File: src/rtl/modport_slice_arbiter_pkg.sv
// Shared types and constants for the modport slice arbiter.
// The optional contention counter is enabled by defining MODPORT_ARB_STATS_EN.
package modport_arb_pkg;

    typedef enum logic [1:0] {
        SEL_LO   = 2'b00,
        SEL_HI   = 2'b01,
        SEL_FULL = 2'b10,
        SEL_BAD  = 2'b11
    } slice_sel_e;

    typedef enum logic {
        IDLE   = 1'b0,
        LOCKED = 1'b1
    } arb_state_e;

    localparam int STAT_W = 16;

    // Width helper that never returns 0, so one-entry ranges still get a real bit.
    function automatic int clog2_min1(input int n);
        return (n > 1) ? $clog2(n) : 1;
    endfunction

endpackage

File: src/rtl/modport_slice_arbiter_rr_pick.sv
// Combinational round-robin picker: the first set request after ptr (wrapping) wins.
module rr_pick #(
    parameter int N     = 4,
    parameter int PTR_W = 2
) (
    input  logic [N-1:0]     req,
    input  logic [PTR_W-1:0] ptr,
    output logic [N-1:0]     grant,
    output logic             any
);

    logic             found;
    logic [PTR_W-1:0] idx;

    always_comb begin
        grant = '0;
        found = 1'b0;
        idx   = '0;
        for (int k = 1; k <= N; k++) begin
            idx = PTR_W'((int'(ptr) + k) % N);
            if (!found && req[idx]) begin
                grant[idx] = 1'b1;
                found      = 1'b1;
            end
        end
    end

    assign any = |req;

endmodule

File: src/rtl/modport_slice_arbiter.sv
// Round-robin, lockable arbiter that is the sole writer of a shared lo/hi sliced register.
// Define MODPORT_ARB_STATS_EN to build the saturating contention counter on stat_conflict.
module modport_slice_arbiter
    import modport_arb_pkg::*;
#(
    parameter int NUM_REQ      = 4,
    parameter int DATA_W       = 8,
    parameter int LOCK_TIMEOUT = 16
) (
    input  logic                      clk,
    input  logic                      rst,
    input  logic [NUM_REQ-1:0]        req_valid,
    input  logic [2*NUM_REQ-1:0]      req_sel,
    input  logic [DATA_W*NUM_REQ-1:0] req_data,
    input  logic [NUM_REQ-1:0]        req_lock,
    output logic [NUM_REQ-1:0]        req_ready,
    output logic [DATA_W-1:0]         reg_q,
    output logic                      wr_flag,
    output logic                      err_sel,
    output logic [STAT_W-1:0]         stat_conflict
);

    localparam int PTR_W = clog2_min1(NUM_REQ);
    localparam int CNT_W = clog2_min1(LOCK_TIMEOUT);
    localparam int HALF  = DATA_W / 2;

    arb_state_e        state_q, state_d;
    logic [PTR_W-1:0]  ptr_q, ptr_d;
    logic [PTR_W-1:0]  owner_q, owner_d;
    logic [CNT_W-1:0]  cnt_q, cnt_d;
    logic [DATA_W-1:0] shared_q, shared_d;
    logic              wr_flag_q, wr_flag_d;
    logic              err_sel_q, err_sel_d;

    logic [NUM_REQ-1:0] pick_grant;
    logic               pick_any;
    logic               timeout;
    logic               xfer;
    logic [PTR_W-1:0]   win_idx;
    slice_sel_e         win_sel;
    logic [DATA_W-1:0]  win_data;
    logic               win_lock;

    rr_pick #(
        .N     (NUM_REQ),
        .PTR_W (PTR_W)
    ) u_rr_pick (
        .req   (req_valid),
        .ptr   (ptr_q),
        .grant (pick_grant),
        .any   (pick_any)
    );

    assign timeout = (state_q == LOCKED) && (cnt_q == CNT_W'(LOCK_TIMEOUT - 1));

    // Grants are withheld while reset is held so the outputs read as fully idle.
    always_comb begin
        req_ready = '0;
        if (!rst) begin
            if (state_q == IDLE) begin
                if (pick_any) req_ready = pick_grant;
            end else if (!timeout && req_valid[owner_q]) begin
                req_ready[owner_q] = 1'b1;
            end
        end
    end

    always_comb begin
        xfer     = 1'b0;
        win_idx  = '0;
        win_sel  = SEL_LO;
        win_data = '0;
        win_lock = 1'b0;
        for (int i = 0; i < NUM_REQ; i++) begin
            if (req_ready[i] && req_valid[i]) begin
                xfer     = 1'b1;
                win_idx  = PTR_W'(i);
                win_sel  = slice_sel_e'(req_sel[2*i +: 2]);
                win_data = req_data[DATA_W*i +: DATA_W];
                win_lock = req_lock[i];
            end
        end
    end

    always_comb begin
        state_d   = state_q;
        ptr_d     = ptr_q;
        owner_d   = owner_q;
        cnt_d     = cnt_q;
        shared_d  = shared_q;
        wr_flag_d = 1'b0;
        err_sel_d = 1'b0;

        if (xfer) begin
            ptr_d = win_idx;
            unique case (win_sel)
                SEL_LO:   shared_d[HALF-1:0]      = win_data[HALF-1:0];
                SEL_HI:   shared_d[DATA_W-1:HALF] = win_data[HALF-1:0];
                SEL_FULL: shared_d                = win_data;
                SEL_BAD:  shared_d                = shared_q;
            endcase
            wr_flag_d = (win_sel != SEL_BAD);
            err_sel_d = (win_sel == SEL_BAD);
        end

        // The lock ends on timeout, on the owner going idle, or on an unlocked owner transfer.
        unique case (state_q)
            IDLE: begin
                if (xfer && win_lock) begin
                    state_d = LOCKED;
                    owner_d = win_idx;
                    cnt_d   = '0;
                end
            end
            LOCKED: begin
                cnt_d = cnt_q + 1'b1;
                if (timeout || !req_valid[owner_q] || (xfer && !win_lock)) begin
                    state_d = IDLE;
                    cnt_d   = '0;
                end
            end
        endcase
    end

    always_ff @(posedge clk or posedge rst) begin
        if (rst) begin
            state_q   <= IDLE;
            ptr_q     <= '0;
            owner_q   <= '0;
            cnt_q     <= '0;
            shared_q  <= '0;
            wr_flag_q <= 1'b0;
            err_sel_q <= 1'b0;
        end else begin
            state_q   <= state_d;
            ptr_q     <= ptr_d;
            owner_q   <= owner_d;
            cnt_q     <= cnt_d;
            shared_q  <= shared_d;
            wr_flag_q <= wr_flag_d;
            err_sel_q <= err_sel_d;
        end
    end

    assign reg_q   = shared_q;
    assign wr_flag = wr_flag_q;
    assign err_sel = err_sel_q;

`ifdef MODPORT_ARB_STATS_EN
    logic [STAT_W-1:0] stat_q, stat_d;
    logic              conflict;

    always_comb begin
        conflict = |(req_valid & ~req_ready);
        stat_d   = stat_q;
        if (conflict && (stat_q != {STAT_W{1'b1}})) stat_d = stat_q + 1'b1;
    end

    always_ff @(posedge clk or posedge rst) begin
        if (rst) stat_q <= '0;
        else     stat_q <= stat_d;
    end

    assign stat_conflict = stat_q;
`else
    assign stat_conflict = '0;
`endif

endmodule
File: config.mk
export PLATFORM = sky130hd
export DESIGN_NAME = modport_slice_arbiter
export DESIGN_NICKNAME = d
export VERILOG_FILES = /design/src/rtl/modport_slice_arbiter_pkg.sv /design/src/rtl/modport_slice_arbiter_rr_pick.sv /design/src/rtl/modport_slice_arbiter.sv
export SDC_FILE = /design/constraint.sdc
export NUM_CORES = 1
export LEC_CHECK = 0
export BUFFER_PORTS_ARGS = -buffer_cell sky130_fd_sc_hd__clkbuf_2
export CAP_MARGIN = 25
export CORE_MARGIN = 2
export CORE_UTILIZATION = 53
export CTS_CLUSTER_SIZE = 40
export DETAILED_ROUTE_END_ITERATION = 7
export GPL_ROUTABILITY_DRIVEN = 1
export PLACE_DENSITY = 0.92
export SLEW_MARGIN = 20
export SYNTH_ARGS = -nofsm -noshare
export SYNTH_HDL_FRONTEND = slang
export SYNTH_SLANG_ARGS = --single-unit
File: constraint.sdc
create_clock -name clk -period 10.15 [get_ports clk]
set_input_delay 0.5075 -clock clk [delete_from_list [all_inputs] [get_ports clk]]
set_output_delay 0.5075 -clock clk [all_outputs]
set_load 0.02 [all_outputs]
## Yosys cells after proc, flatten, opt, wreduce, memory -nomap -nowiden

Cells that the tools add are included.

| storage, ports and cells | value |
|---|---|
| flip-flop bits (word level) | 19 |
| bits of input ports | 50 |
| output and inout bits | 30 |
| word-level logic and storage cells | 123 |

| cells by class | value |
|---|---|
| $add $sub $neg | 5 |
| magnitude comparators | 10 |
| eq/ne operators | 6 |
| mux-type cells | 59 |
| bitwise operators | 4 |
| reductions and logical operators | 31 |

Operators with widths:

| kind | count |
|---|---|
| 4-bit two-way mux | 10 |
| 8-bit two-way mux | 4 |
| 1-bit two-way mux | 26 |
| 1-bit logical AND | 16 |
| 4-bit case mux with 2 select lines | 2 |
| 2-bit by 3-bit < comparator with 1-bit output (second input constant) | 5 |
| 2-bit two-way mux | 6 |
| 4-bit OR | 3 |
| 1-bit binary-select mux with 2-bit select | 5 |
| 1-bit demux with 2-bit select | 5 |
| 2-bit by 1-bit >= comparator with 1-bit output (second input constant) | 5 |
| 1-bit logical NOT | 6 |
| 2-bit AND reduction | 3 |
| 2-bit by 1-bit adder with 2-bit output (second input constant) | 2 |
| 2-bit adder (second input constant) | 2 |
| 4-bit by 1-bit adder with 4-bit output (second input constant) | 1 |
| 2-bit == test (second input constant) | 2 |
| 4-bit == test (second input constant) | 1 |
| 4-bit OR reduction | 1 |
| 2-bit by 1-bit == test with 1-bit output (second input constant) | 1 |
| 2-bit logical NOT | 1 |
| 1-bit logical OR | 2 |
| 2-bit by 1-bit inequality test with 1-bit output (second input constant) | 1 |
| 2-bit inequality test (second input constant) | 1 |
| other kinds (4) | 4 |

## Logic depth before layout (Yosys ltp)

| logic depth | value |
|---|---|
| word-level depth | 26 |
| depth in mapped cells | 18 |
| gate-level depth less buffers | 14 |

## Cells and area by module

A second synthesis with hierarchy kept.

| second synthesis, totals | value |
|---|---|
| cell total of the unflattened synthesis | 224 |
| area total of the unflattened synthesis | 2,058.2 µm² |

By module, submodules not included:

| module | instances | cells an instance | area an instance (µm²) | sequential area each (µm²) |
|---|---|---|---|---|
| modport_slice_arbiter | 1 | 185 | 1,692.9 | 475.5 |
| rr_pick | 1 | 39 | 365.4 | 0.0 |

## Worst setup path before layout

Ideal clock, no wire load.

| timing path | value |
|---|---|
| kind | register to register |
| start point | register ptr_q[0] |
| end point | register shared_q[6] (netlist: reg_q[6]) |
| setup time | 0.121 ns |
| arrival time | 4.309 ns |
| data required time | 10.029 ns |
| path slack | 5.720 ns |
| cell stages (with the launch flop) | 18 |
| path buffers | 3 |
| period minus slack after synthesis | 4.430 ns |
| cells stage by stage | dfrtp_1 > buf_6 > clkbuf_1 > inv_1 > ha_1 > mux4_2 > nand3b_4 > a211o_1 > a2111oi_4 > and2_1 > buf_6 > a22oi_1 > o21ai_1 > mux2i_1 > ha_1 > nor2_1 > o21ai_1 > o22a_1 |

| on the way | value |
|---|---|
| word-level cells in the longest chain between the ends | 24 |
| elaborated cells on any way between the ends | 72 |
| those cells by class | 4 x add/sub; 8 x order compare; 2 x eq/ne; 39 x mux; 3 x bitwise; 16 x reduce/logical |

Ends and longest elaborated chain:

| element | RTL line | source |
|---|---|---|
| from (decl) | modport_slice_arbiter.sv:28 | `logic [PTR_W-1:0] ptr_q, ptr_d;` |
| from (signal assigned) | modport_slice_arbiter.sv:136 | `ptr_q <= ptr_d;` |
| branches (longest 12 deep; another with 2-bit by 3-bit < comparator with 1-bit output) | n/a |  |
| 4-bit two-way mux * | modport_slice_arbiter_rr_pick.sv:21 | `if (!found && req[idx]) begin` |
| 4-bit two-way mux * | modport_slice_arbiter.sv:61 | `if (pick_any) req_ready = pick_grant;` |
| 4-bit two-way mux * | modport_slice_arbiter.sv:60 | `if (state_q == IDLE) begin` |
| 4-bit two-way mux * | modport_slice_arbiter.sv:59 | `if (!rst) begin` |
| 1-bit logical AND | modport_slice_arbiter.sv:75 | `if (req_ready[i] && req_valid[i]) begin` |
| 2-bit two-way mux (4 in a row) | modport_slice_arbiter.sv:75 |  |
| 2-bit == test or 2-bit by 1-bit == test with 1-bit output (tied branches) | modport_slice_arbiter.sv:96 | `unique case (win_sel)` |
| 2-bit nonzero test (no line) | n/a |  |
| 2-bit AND reduction (no line) | n/a |  |
| to (signal assigned) | modport_slice_arbiter.sv:139 | `shared_q <= shared_d;` |
| to (decl) | modport_slice_arbiter.sv:31 | `logic [DATA_W-1:0] shared_q, shared_d;` |

Every way passes the cells marked *. The select of a mux whose other input is x is not followed.
A chain may end at the register's enable or synchronous reset.

## Worst setup path in the final report

Same ends and word-level chain as after synthesis.

==> results.md <==
- Detailed-route via count: 2001
- # fillers: 315
- Synth top area cells: dfrtp_1 23%, ha_1 6.7%, buf_4 5.9%, mux4_2 4.4%, a221oi_1 3.0%
- Sequential element share of the synthesized area: 0.232
- DR WL/cell: 16.2 um
- GP Congestion: 0.955
- RSZ-0062 raised after global routing: false
- Ys Warns: 0
- Effective utilization at floorplan: 0.557
- Register area: 475 sq um
- Diodes inserted: 0
- Setup crit end: reg_q[6]
- DRT Pass-1 Iters: 4
- Clock buffer depth: 2
- P_int: 0.000349 W
- Share of cells above drive strength 1: 0.331
- Final core utilization: 0.641
- Final Critical Period: 5100 ps
- Synth async-reset ratio: 1.00
- H-Tree Depth: 1
- Design Power: 0.000697 W
- Final worst path period share: 0.502
- Dpl hpwl: 3.96 mm
- CP max FO: 20
- Worst Path Required: 10300 ps
- # setup viols final: 0
- Yosys top cell by area: dfrtp_1
- Area growth from synthesis to layout: 15.2%
- DRC Markers: 0
- FF-to-FF path depth: 14
- Via density: 6.20
- Root buf cell: clkbuf_8
- Num rows: 22
- Final Hold Fails: 0
- Slew HR: 0.355
- Initial DRC Count: 159
- Leading cell types by count after synthesis: 19 x dfrtp_1, 16 x buf_4, 13 x nand2_1
- Core area: 3690 sq um
- FMAX: 0.196 GHz
- Vias in the first global route: 1752
- Seq pwr share: 0.208
- Worst IR drop on VDD: 166 uV
- FF+latch count, synth: 19
- Arrival @ worst endpoint: 5250 ps
- Largest net degree at the start of global routing: 24
- Reg-to-Reg Start: ptr_q[0]
- Max Slew Vio Count: 0
- CP Launch Type: flop
- First-pass GRT wire length: 8.28 mm
- IO Pins: 80
- Multi-input logic area: 1420 sq um
- Chip Height: 66.2 um
- Outcome: complete, no violations
- CTS buffer count: 3
- Num Clock Sinks: 19
- Gr ovfl total: 0
- Setup Fix Bufs, Post-CTS: 0
- Layout Skew: 1.92 ps
- Top-count cell post-synth: dfrtp_1
- CTS clk-pin slew, worst paths: 70 ps
- Reg2Reg Setup Slack: 5050 ps
- Critical R2R Capture: reg_q[6]
- Final Net Count: 337
- Clock power frac: 0.077
- Final instance area: 2370 sq um
- Setup tns final: 0 ps
- P_leak: 1.12 nW
- Mapped Cells: 218
- Worst-margin pin slew: 965 ps
- PortBufs: 63
- WL final: 5.25 mm
- CTS tree: built
- Worst skew pair latency: 260 ps
- Post-route ant nets: 0
- Avg Inst Size Synth: 9.42 sq um
- Crit. Startpoint: ptr_q[0]
- Synth Cell Area: 2050 sq um
- Area after DPL: 2320 sq um
- CP Capture Type: flop
- HP Class: flop to flop
- Post-CTS resize count: 0
- Comb pwr share: 0.715
- Cell variety after synth: 61
- Synth top area share: 0.232
- Initial antenna violation count: 0
- Die width: 66.2 um
- Total net switching power: 0.000348 W
- PwrDens: 295 nW/um^2
- Worst setup path category: flop to flop
- Post-synth EDFFs: 0
- Top_reg_cell synth: dfrtp_1
- Switching share of power: 0.500
- Max-Cap Viols: 0
- DIE AREA: 4390 sq um
- CTS hold repair buffers: 0
- GRT Total Usage: 0.242
cells in the final DEF, fill, tap and decap left out, types with 2 or more instances in the layout:
| master | n |
|---|---|
| clkbuf_2 | 63 |
| dfrtp_1 | 19 |
| conb_1 | 16 |
| nand2_1 | 13 |
| inv_1 | 11 |
| nor2_1 | 11 |
| ha_1 | 11 |
| o21ai_1 | 9 |
| a21oi_1 | 9 |
| a221oi_1 | 7 |
| nand3_1 | 5 |
| o21ai_0 | 5 |
| o221ai_1 | 5 |
| mux4_2 | 4 |
| and2_1 | 4 |
| mux2i_1 | 4 |
| nand2b_1 | 4 |
| o22ai_1 | 4 |
| a21o_1 | 4 |
| nand4_1 | 4 |
| o22a_1 | 3 |
| mux2_2 | 3 |
| nor2b_1 | 3 |
| a31oi_1 | 3 |
| a221o_1 | 3 |
| a221oi_2 | 3 |
| o32a_1 | 3 |
| mux2_1 | 3 |
| clkbuf_8 | 3 |
| nor4b_4 | 2 |
| o211ai_1 | 2 |
| nand2_2 | 2 |
| a211oi_2 | 2 |
| a211o_1 | 2 |
| o21a_1 | 2 |
state kept, by name, summed over array words and instances, names as in the netlist:
register,cells
state_q,1
wr_flag,1
ptr_q,2
err_sel,1
owner_q,2
cnt_q,4
reg_q,8
final cells by class:
class	count	area share
Clock buffer	4	0.0190
Sequential cell	19	0.201
Inverter	11	0.0175
Tap cell	48	0.0254
Timing Repair Buffer	64	0.136
Multi-Input combinational cell	177	0.601
how the worst min path moves through the flow:
| stage | slack, ps | endpoint | cells past startpoint | startpoint |
|---|---|---|---|---|
| floorplan | 470 | cnt_q[0] | 1 | cnt_q[0] |
| global placement | 480 | reg_q[0] | 1 | reg_q[0] |
| detailed placement | 490 | reg_q[3] | 1 | reg_q[3] |
| CTS | 500 | reg_q[3] | 1 | reg_q[3] |
| global route | 540 | reg_q[2] | 2 | reg_q[2] |
| finish | 490 | reg_q[0] | 1 | reg_q[0] |
kinds of logic (layout without fill, tap and decap cells):
group / count (synthesis) / after routing / share of synthesized area
multiplexers: 16 / 16 / 0.116
XOR/XNOR: 1 / 1 / 0.00427
AO/OA/AOI/OAI: 77 / 77 / 0.303
AND/OR/NAND/NOR: 56 / 56 / 0.169
flip-flops: 19 / 19 / 0.232
adder cells (fa/ha/maj): 11 / 11 / 0.0670
buffers and inverters: 37 / 79 / 0.106
other: 1 / 16 / 0.00183
power groups by stage:
stage / logic (W) / clock network (W) / registers (W)
after global routing: 0.000545 / 0.0000568 / 0.000151
final: 0.000498 / 0.0000539 / 0.000145
after floorplan: 0.000387 / 0 / 0.000149
after detailed placement: 0.000490 / 0 / 0.000146
after global placement: 0.000480 / 0 / 0.000145
after CTS: 0.000494 / 0.0000535 / 0.000145
per-stage QoR:
stage	setup WS (ps)	cells	hold slack, ps
2_1_floorplan	5720	233	475
3_3_place_gp	5390	319	479
3_5_place_dp	5150	319	485
6_report	5050	323	493
4_1_cts	5140	323	503
5_1_grt	4710	323	540
layer usage:
layer	wire [um]	GRT usage	share of wire	up-vias
met5	0	0	0	-
met4	89	0.0510	0.017	0
met3	460	0.0324	0.088	13
met2	2530	0.403	0.48	118
met1	2170	0.335	0.41	931
li1	-	-	-	939
worst max-delay path, cell delays in order (launching register included):
cell	delay (ps)
dfrtp_1	750
inv_1	210
ha_1	440
mux4_2	620
nand3b_4	190
a211o_1	340
a2111oi_4	530
and2_1	490
a22oi_1	140
o21ai_1	220
mux2i_1	100
ha_1	290
nor2_1	360
o21ai_1	130
o22a_1	170
Note: power is estimated with default switching activity, not from simulation.
